<file path="src/rtl/uart_autobaud_tx.sv">
`timescale 1ns/1ps
// uart_autobaud_tx: single-buffered UART transmitter; sync_ queues the 0x55 auto-baud character.
// Define UART_AUTOBAUD_TX_PARITY_EN to insert an even-parity bit between the data and stop bits.
module uart_autobaud_tx #(
    parameter int DIV_W     = 8,
    parameter int STOP_BITS = 1
) (
    input  logic             clk_,
    input  logic             rst_,
    input  logic             txen_,
    input  logic             wr_,
    input  logic [7:0]       din_,
    input  logic             sync_,
    input  logic [DIV_W-1:0] div_,
    input  logic             clrovr_,
    output logic             uxtx_,
    output logic             txbf_,
    output logic             trmt_,
    output logic             uxtxif_,
    output logic             ovrn_
);

`ifdef UART_AUTOBAUD_TX_PARITY_EN
    typedef enum logic [2:0] {IDLE, START, DATA, PAR, STOP} state_t;
`else
    typedef enum logic [2:0] {IDLE, START, DATA, STOP} state_t;
`endif

    state_t           state_q, state_d;
    logic [7:0]       hold_q, shf_q;
    logic             txbf_q, ovrn_q;
    logic [DIV_W-1:0] divl_q, cnt_q;
    logic [2:0]       bitidx_q;
    logic             stopidx_q;
    logic             bit_end, last_stop, load;
`ifdef UART_AUTOBAUD_TX_PARITY_EN
    logic             par_q;
`endif

    // cnt_q counts div..0, so each bit lasts div+1 clocks with no reload gap
    assign bit_end   = (cnt_q == '0);
    assign last_stop = (state_q == STOP) && bit_end && (stopidx_q == 1'(STOP_BITS - 1));
    assign load      = txen_ && txbf_q && ((state_q == IDLE) || last_stop);

    always_ff @(posedge clk_ or negedge rst_) begin
        if (!rst_) state_q <= IDLE;
        else       state_q <= state_d;
    end

    always_comb begin
        state_d = state_q;
        case (state_q)
            IDLE:  if (load) state_d = START;
            START: if (bit_end) state_d = DATA;
            DATA: begin
                if (bit_end && bitidx_q == 3'd7) begin
`ifdef UART_AUTOBAUD_TX_PARITY_EN
                    state_d = PAR;
`else
                    state_d = STOP;
`endif
                end
            end
`ifdef UART_AUTOBAUD_TX_PARITY_EN
            PAR:   if (bit_end) state_d = STOP;
`endif
            STOP:  if (last_stop) state_d = load ? START : IDLE;
            default: state_d = IDLE;
        endcase
        // Dropping the enable abandons the frame on the next edge
        if (!txen_) state_d = IDLE;
    end

    always_comb begin
        uxtx_ = 1'b1;
        case (state_q)
            START: uxtx_ = 1'b0;
            DATA:  uxtx_ = shf_q[0];
`ifdef UART_AUTOBAUD_TX_PARITY_EN
            PAR:   uxtx_ = par_q;
`endif
            default: uxtx_ = 1'b1;
        endcase
    end

    assign trmt_   = (state_q == IDLE);
    assign uxtxif_ = last_stop && txen_;
    assign txbf_   = txbf_q;
    assign ovrn_   = ovrn_q;

    // Holding buffer and overrun flag; load implies txbf_q=1, so a write never races a transfer
    always_ff @(posedge clk_ or negedge rst_) begin
        if (!rst_) begin
            hold_q <= '0;
            txbf_q <= 1'b0;
            ovrn_q <= 1'b0;
        end else begin
            if (!txbf_q && wr_)        hold_q <= din_;
            else if (!txbf_q && sync_) hold_q <= 8'h55;

            if (load)                          txbf_q <= 1'b0;
            else if (!txbf_q && (wr_ || sync_)) txbf_q <= 1'b1;

            if (txbf_q && (wr_ || sync_)) ovrn_q <= 1'b1;
            else if (clrovr_)            ovrn_q <= 1'b0;
        end
    end

    always_ff @(posedge clk_ or negedge rst_) begin
        if (!rst_) begin
            shf_q     <= '0;
            divl_q    <= '0;
            cnt_q     <= '0;
            bitidx_q  <= '0;
            stopidx_q <= 1'b0;
`ifdef UART_AUTOBAUD_TX_PARITY_EN
            par_q     <= 1'b0;
`endif
        end else if (load) begin
            shf_q     <= hold_q;
            divl_q    <= div_;
            cnt_q     <= div_;
            bitidx_q  <= '0;
            stopidx_q <= 1'b0;
`ifdef UART_AUTOBAUD_TX_PARITY_EN
            par_q     <= ^hold_q;
`endif
        end else if (state_q != IDLE && txen_) begin
            if (bit_end) begin
                cnt_q <= divl_q;
                if (state_q == DATA) begin
                    shf_q    <= {1'b0, shf_q[7:1]};
                    bitidx_q <= bitidx_q + 3'd1;
                end
                if (state_q == STOP) stopidx_q <= stopidx_q + 1'b1;
            end else begin
                cnt_q <= cnt_q - 1'b1;
            end
        end
    end

endmodule

</file>
<file path="config.mk">
export PLATFORM = sky130hd
export DESIGN_NAME = uart_autobaud_tx
export DESIGN_NICKNAME = d
export VERILOG_FILES = /design/src/rtl/uart_autobaud_tx.sv
export SDC_FILE = /design/constraint.sdc
export NUM_CORES = 1
export LEC_CHECK = 0
export ABC_AREA = 0
export CAP_MARGIN = 0
export CELL_PAD_IN_SITES_DETAIL_PLACEMENT = 0
export CELL_PAD_IN_SITES_GLOBAL_PLACEMENT = 1
export CORE_UTILIZATION = 42
export CTS_BUF_LIST = sky130_fd_sc_hd__clkbuf_16
export DETAILED_ROUTE_END_ITERATION = 7
export PLACE_DENSITY_LB_ADDON = 0.08
export SYNTH_ARGS = -nofsm -noshare
export SYNTH_HDL_FRONTEND = slang
export SYNTH_SLANG_ARGS = --single-unit
</file>
<file path="constraint.sdc">
create_clock -name clk_ -period 2.8 [get_ports clk_]
set_input_delay 0.28 -clock clk_ [delete_from_list [all_inputs] [get_ports clk_]]
set_output_delay 0.28 -clock clk_ [all_outputs]
set_load 0.01 [all_outputs]
</file>
After elaboration in Yosys (flattened, before gate mapping) --
Cells that the tools add are included.
Storage, ports and cells: register bits 41, input port bits 22, output and inout port bits 5
Operators by class: add/sub/neg operators 3, equality and inequality tests 8, multiplexer cells 29, bitwise operators 1, reduce and logical (&&, ||, !) cells 27
Operators by type and width (count):
- $mux W8 | 9
- $mux W3 | 9
- $reduce_bool A2 Y1 | 7
- $pmux W3 S4 | 1
- $logic_and A1 B1 Y1 | 11
- $mux W1 | 9
- $ne A3 B3 Y1 const B | 3
- $logic_not A8 Y1 | 1
- $sub A8 B1 Y8 const B | 1
- $eq A3 B2 Y1 const B | 2
- $reduce_and A3 Y1 | 2
- $reduce_and A4 Y1 | 1
- $add A3 B1 Y3 const B | 1
- $eq A3 B1 Y1 const B | 1
- $eq A3 B3 Y1 const B | 1
- $logic_not A3 Y1 | 1
- $ne A3 B2 Y1 const B | 1
- $reduce_bool A3 Y1 | 1
- $logic_or A1 B1 Y1 | 2
- $pmux W1 S2 | 1
- $add A1 B1 Y1 const B | 1
- $logic_not A1 Y1 | 1
- $not A1 Y1 | 1

Longest topological paths before layout --
depth after elaboration 9, gate-level depth with buffers 9, depth with buffers taken out 6

Worst setup path before layout --
No wires, ideal clock.
kind register to register, from register cnt_q[0], to register bitidx_q[1], library setup time 0.121 ns, arrival 2.027 ns, slack 0.652 ns, stages on the path, launching flop included 9, cell sequence dfrtp_1 > inv_1 > ha_1 > or4b_1 > buf_2 > o31a_1 > a21o_1 > buf_6 > a22o_1
On the way: longest elaborated chain between the ends 7, elaborated cells on any way between the ends 10, classes of those cells mux (1); reduce/logical (9)
RTL lines:
- start: declaration | RTL line 32 | logic [DIV_W-1:0] divl_q, cnt_q;
- start signal: assignment | RTL line 122 | cnt_q <= div_;
- start signal: assignment | RTL line 130 | cnt_q <= divl_q;
- start signal: assignment | RTL line 137 | cnt_q <= cnt_q - 1'b1;
- $logic_not A8 Y1 * | RTL line 41 | assign bit_end = (cnt_q == '0);
- $logic_and A1 B1 Y1 (2 in series) | RTL line 42 | assign last_stop = (state_q == STOP) && bit_end && (stopidx_q == 1'(STOP_BITS - 1));
- $logic_or A1 B1 Y1 | RTL line 43 | assign load = txen_ && txbf_q && ((state_q == IDLE) || last_stop);
- $logic_and A1 B1 Y1 | RTL line 43
- $reduce_bool A2 Y1 (no line)
- $reduce_and A3 Y1 (no line)
- end signal: assignment | RTL line 133 | bitidx_q <= bitidx_q + 3'd1;
- end: declaration | RTL line 33 | logic [2:0] bitidx_q;
Mark *: on every way between the ends. The rest lies on a longest branch, timed or not. A chain may end at the register's enable or synchronous reset.

Worst setup path in the final report --
from register cnt_q[0], to output port uxtxif_
On the way: longest elaborated chain between the ends 4
RTL lines:
- $logic_not A8 Y1 | RTL line 41
- $logic_and A1 B1 Y1 (2 in series) | RTL line 42
- $logic_and A1 B1 Y1 | RTL line 87 | assign uxtxif_ = last_stop && txen_;
- end: declaration | RTL line 19 | output logic uxtxif_,
Every way passes these cells.

==> summary.md <==
| Metric | Value |
|---|---|
| Status | `complete, no violations` |
| Most frequent cell after synthesis | `dfrtp_1` |
| Drt first pass iters | `4` |
| Clk_lat worst skew | `0.28 ns` |
| Nets | `265` |
| CTS H-tree lvls | `2` |
| Placed Area | `around 2400 sq um` |
| Fraction of layout instances using a drive strength above 1 | `0.0802` |
| Relative slew slack | `0.400` |
| Worst Max-Slew Pin Slew | `between 0.8 and 0.9 ns` |
| Number of enable flip-flop cells after synthesis | `0` |
| Worst EP required | `2.52 ns` |
| Met1 Use GR | `0.285` |
| # hold bufs at CTS | `0` |
| Overall die area | `5240 sq um` |
| Primary FF master, synth | `dfrtp_1` |
| Combinational share of power | `0.370` |
| Min-Delay Path Class | `in -> async` |
| # fillers | `452` |
| FF/Latch Area | `1000 sq um` |
| Rows | `25` |
| Critical Path AT | `around 2.3 ns` |
| Cell count after synthesis | `roughly 210` |
| #FFs+latches synth | `40` |
| HPWL after DPL | `roughly 3.3 mm` |
| Final setup violation count | `0` |
| P_leak | `1.11 nW` |
| Post-Syn Area per Cell | `10.0 sq um` |
| Io pins | `27` |
| Cell variety after synth | `52` |
| Slew Limit Fails | `0` |
| Layer with the highest usage | `met2` |
| Kind of critical path | `reg -> out` |
| Yosys Warn Count | `0` |
| Total of max-cap violations | `0` |
| Total wire length | `4.74 mm` |
| Vias in the first global route | `about 1600` |
| Final ANT Viol Nets | `0` |
| Final Hold Fails | `0` |
| Detailed-route DRC error count | `0` |
| Fmax | `383 MHz` |
| Initial DRC count | `93` |
| RePlAce Congestion | `0.874` |
| Core area | `around 4800 sq um` |
| First-pass GRT wire length | `around 8.1 mm` |
| Largest area contributor in the synthesized netlist | `dfrtp_1` |
| Core Util, Final | `0.540` |
| Clock Skew | `0.00400 ns` |
| DR vias/cell | `5.63` |
| Seq/Total Area, Yosys | `0.481` |
| Switching Share | `0.365` |
| Area delta synth->final | `23.4%` |
| Met2 GRT Util | `0.320` |
| Top post-synthesis cells by area | `dfrtp_1, nand2_1, ha_1` |
| Worst slack, placed | `0.441 ns` |
| Design area | `2570 sq um` |
| Clock network power share | `0.239` |
| Clock Sinks | `40` |
| Die span in y | `about 72 um` |
| Post-synthesis async set-or-reset flop share | `1.00` |
| DIE WIDTH | `72.4 um` |
| GRT overflow | `0` |
| Wire per inst | `approximately 16 um` |
| GRT Total Usage | `0.204` |
| Commonest cells post-synth | `dfrtp_1, nand2_1, inv_1, a21oi_1` |
| Global-route met3 utilization | `0.0375` |
| Top cell type's share of synthesized area | `0.481` |
| Setup TNS | `0 ns` |
| Inserted Diodes | `0` |
| Antenna violations before repair | `0` |
| Area of the multi-input gates | `973 sq um` |
| CP endpoint kind | `output pin` |
| Maximum number of pins on one net before global-route repair | `41` |
| Post-synthesis cell area | `between 2000 and 2500 sq um` |
| Clock root cell | `clkbuf_16` |
| Internal power | `1.71 mW` |
| CTS tree | `done` |
| Power Density | `~1100 nW/um^2` |
| Worst-path clk slew | `0.06 ns` |
| RSZ-0062 raised after global routing | `false` |
| Max clock buf depth | `2` |
| # Post-CTS Setup Buffers | `0` |
| Worst Slack Setup Final | `0.190 ns` |
| Post-synthesis net count | `around 240` |
| Reg power frac | `0.391` |
| Via count | `1712` |
| Peak supply drop | `0.599 mV` |
| Final period util | `0.932` |
| Net Sw Power | `roughly 1 mW` |
| Fin crit period | `between 2 and 3 ns` |
| Initial core utilization | `0.438` |
| CTS buffer count | `5` |
| Crit-path max FO | `7` |
| Port Buf Inserts | `26` |
| R2R cell count | `6` |
| Crit start category | `flop` |
final timing paths:
path | from | endpoint | slack [ns]
setup / recovery | cnt_q[0] | uxtxif_ | 0.19
hold reg to reg | divl_q[4] | divl_q[4] | 0.48
setup reg to reg | cnt_q[0] | bitidx_q[0] | 0.40
min in group clk_ | divl_q[4] | divl_q[4] | 0.48
hold / removal | rst_ | state_q[0] | 0.12
max in group asynchronous | rst_ | cnt_q[6] | 2.11
critical path, stage by stage, from the launching register on:
cell	delay, ns
dfrtp_1	0.39
inv_1	0.10
ha_1	0.29
nor4b_4	0.26
nand3_1	0.14
nor3b_1	0.29
clkdlybuf4s50_1	0.59
sequential cells by signal, indices dropped and copies added (netlist names):
signal     cells
cnt_q          8
divl_q         8
hold_q         8
shf_q          8
bitidx_q       3
state_q        2
ovrn_          1
stopidx_q      1
txbf_          1
power by group through the flow:
stage	Clock (mW)	Combinational (mW)	Sequential [mW]
final	0.645	0.998	1.05
after global routing	0.685	1.11	1.09
after CTS	0.658	0.996	1.04
after detailed placement	0	0.988	1.05
after global placement	0	0.970	1.04
after floorplan	0	0.767	0.967
per-stage QoR:
step	cells	power, mW	hold slack [ns]
6_report	304	2.70	0.122
5_1_grt	304	2.89	0.205
4_1_cts	304	2.69	0.153
3_5_place_dp	296	2.04	0.457
3_3_place_gp	296	2.01	0.449
2_1_floorplan	208	1.73	-0.0156
what timing repair did:
action	in CTS	in global routing
endpoints found under the setup margin	0	1
hold endpoints to repair	0	0
resized for setup	0	1
layout by cell type, fill, tap and decap left out, types with 5 or more instances in the layout:
master           instances
buf_4                    5
o21ai_0                  7
a21oi_1                  9
a22o_1                   8
dfrtp_1                 40
nor3_1                   5
clkdlybuf4s50_1         25
nor2_1                   8
clkbuf_16                5
nand2_1                 31
o22ai_1                  7
inv_1                   13
ha_1                     7
logic make-up after synthesis:
| logic type | after synthesis | synth area share |
|---|---|---|
| AO/OA/AOI/OAI | 64 | 0.233 |
| XOR/XNOR | 1 | 0.00421 |
| adder cells (fa/ha/maj) | 7 | 0.0421 |
| buffers and inverters | 23 | 0.0553 |
| flip-flops | 40 | 0.481 |
| multiplexers | 3 | 0.0150 |
| AND/OR/NAND/NOR | 70 | 0.170 |
layout make-up:
class / instances / area share
timing repair buffer: 31 / 0.114
sequential: 40 / 0.390
clock buffer: 5 / 0.0487
multi-input combinational: 145 / 0.379
tap: 67 / 0.0327
clock inverter: 3 / 0.0166
inverter: 13 / 0.0190
routing by layer:
layer,vias up,wire (um)
met3,7,166
met2,43,2180
met5,-,0
met1,837,2330
li1,825,-
met4,0,61
(Power assumes the default switching activity.)
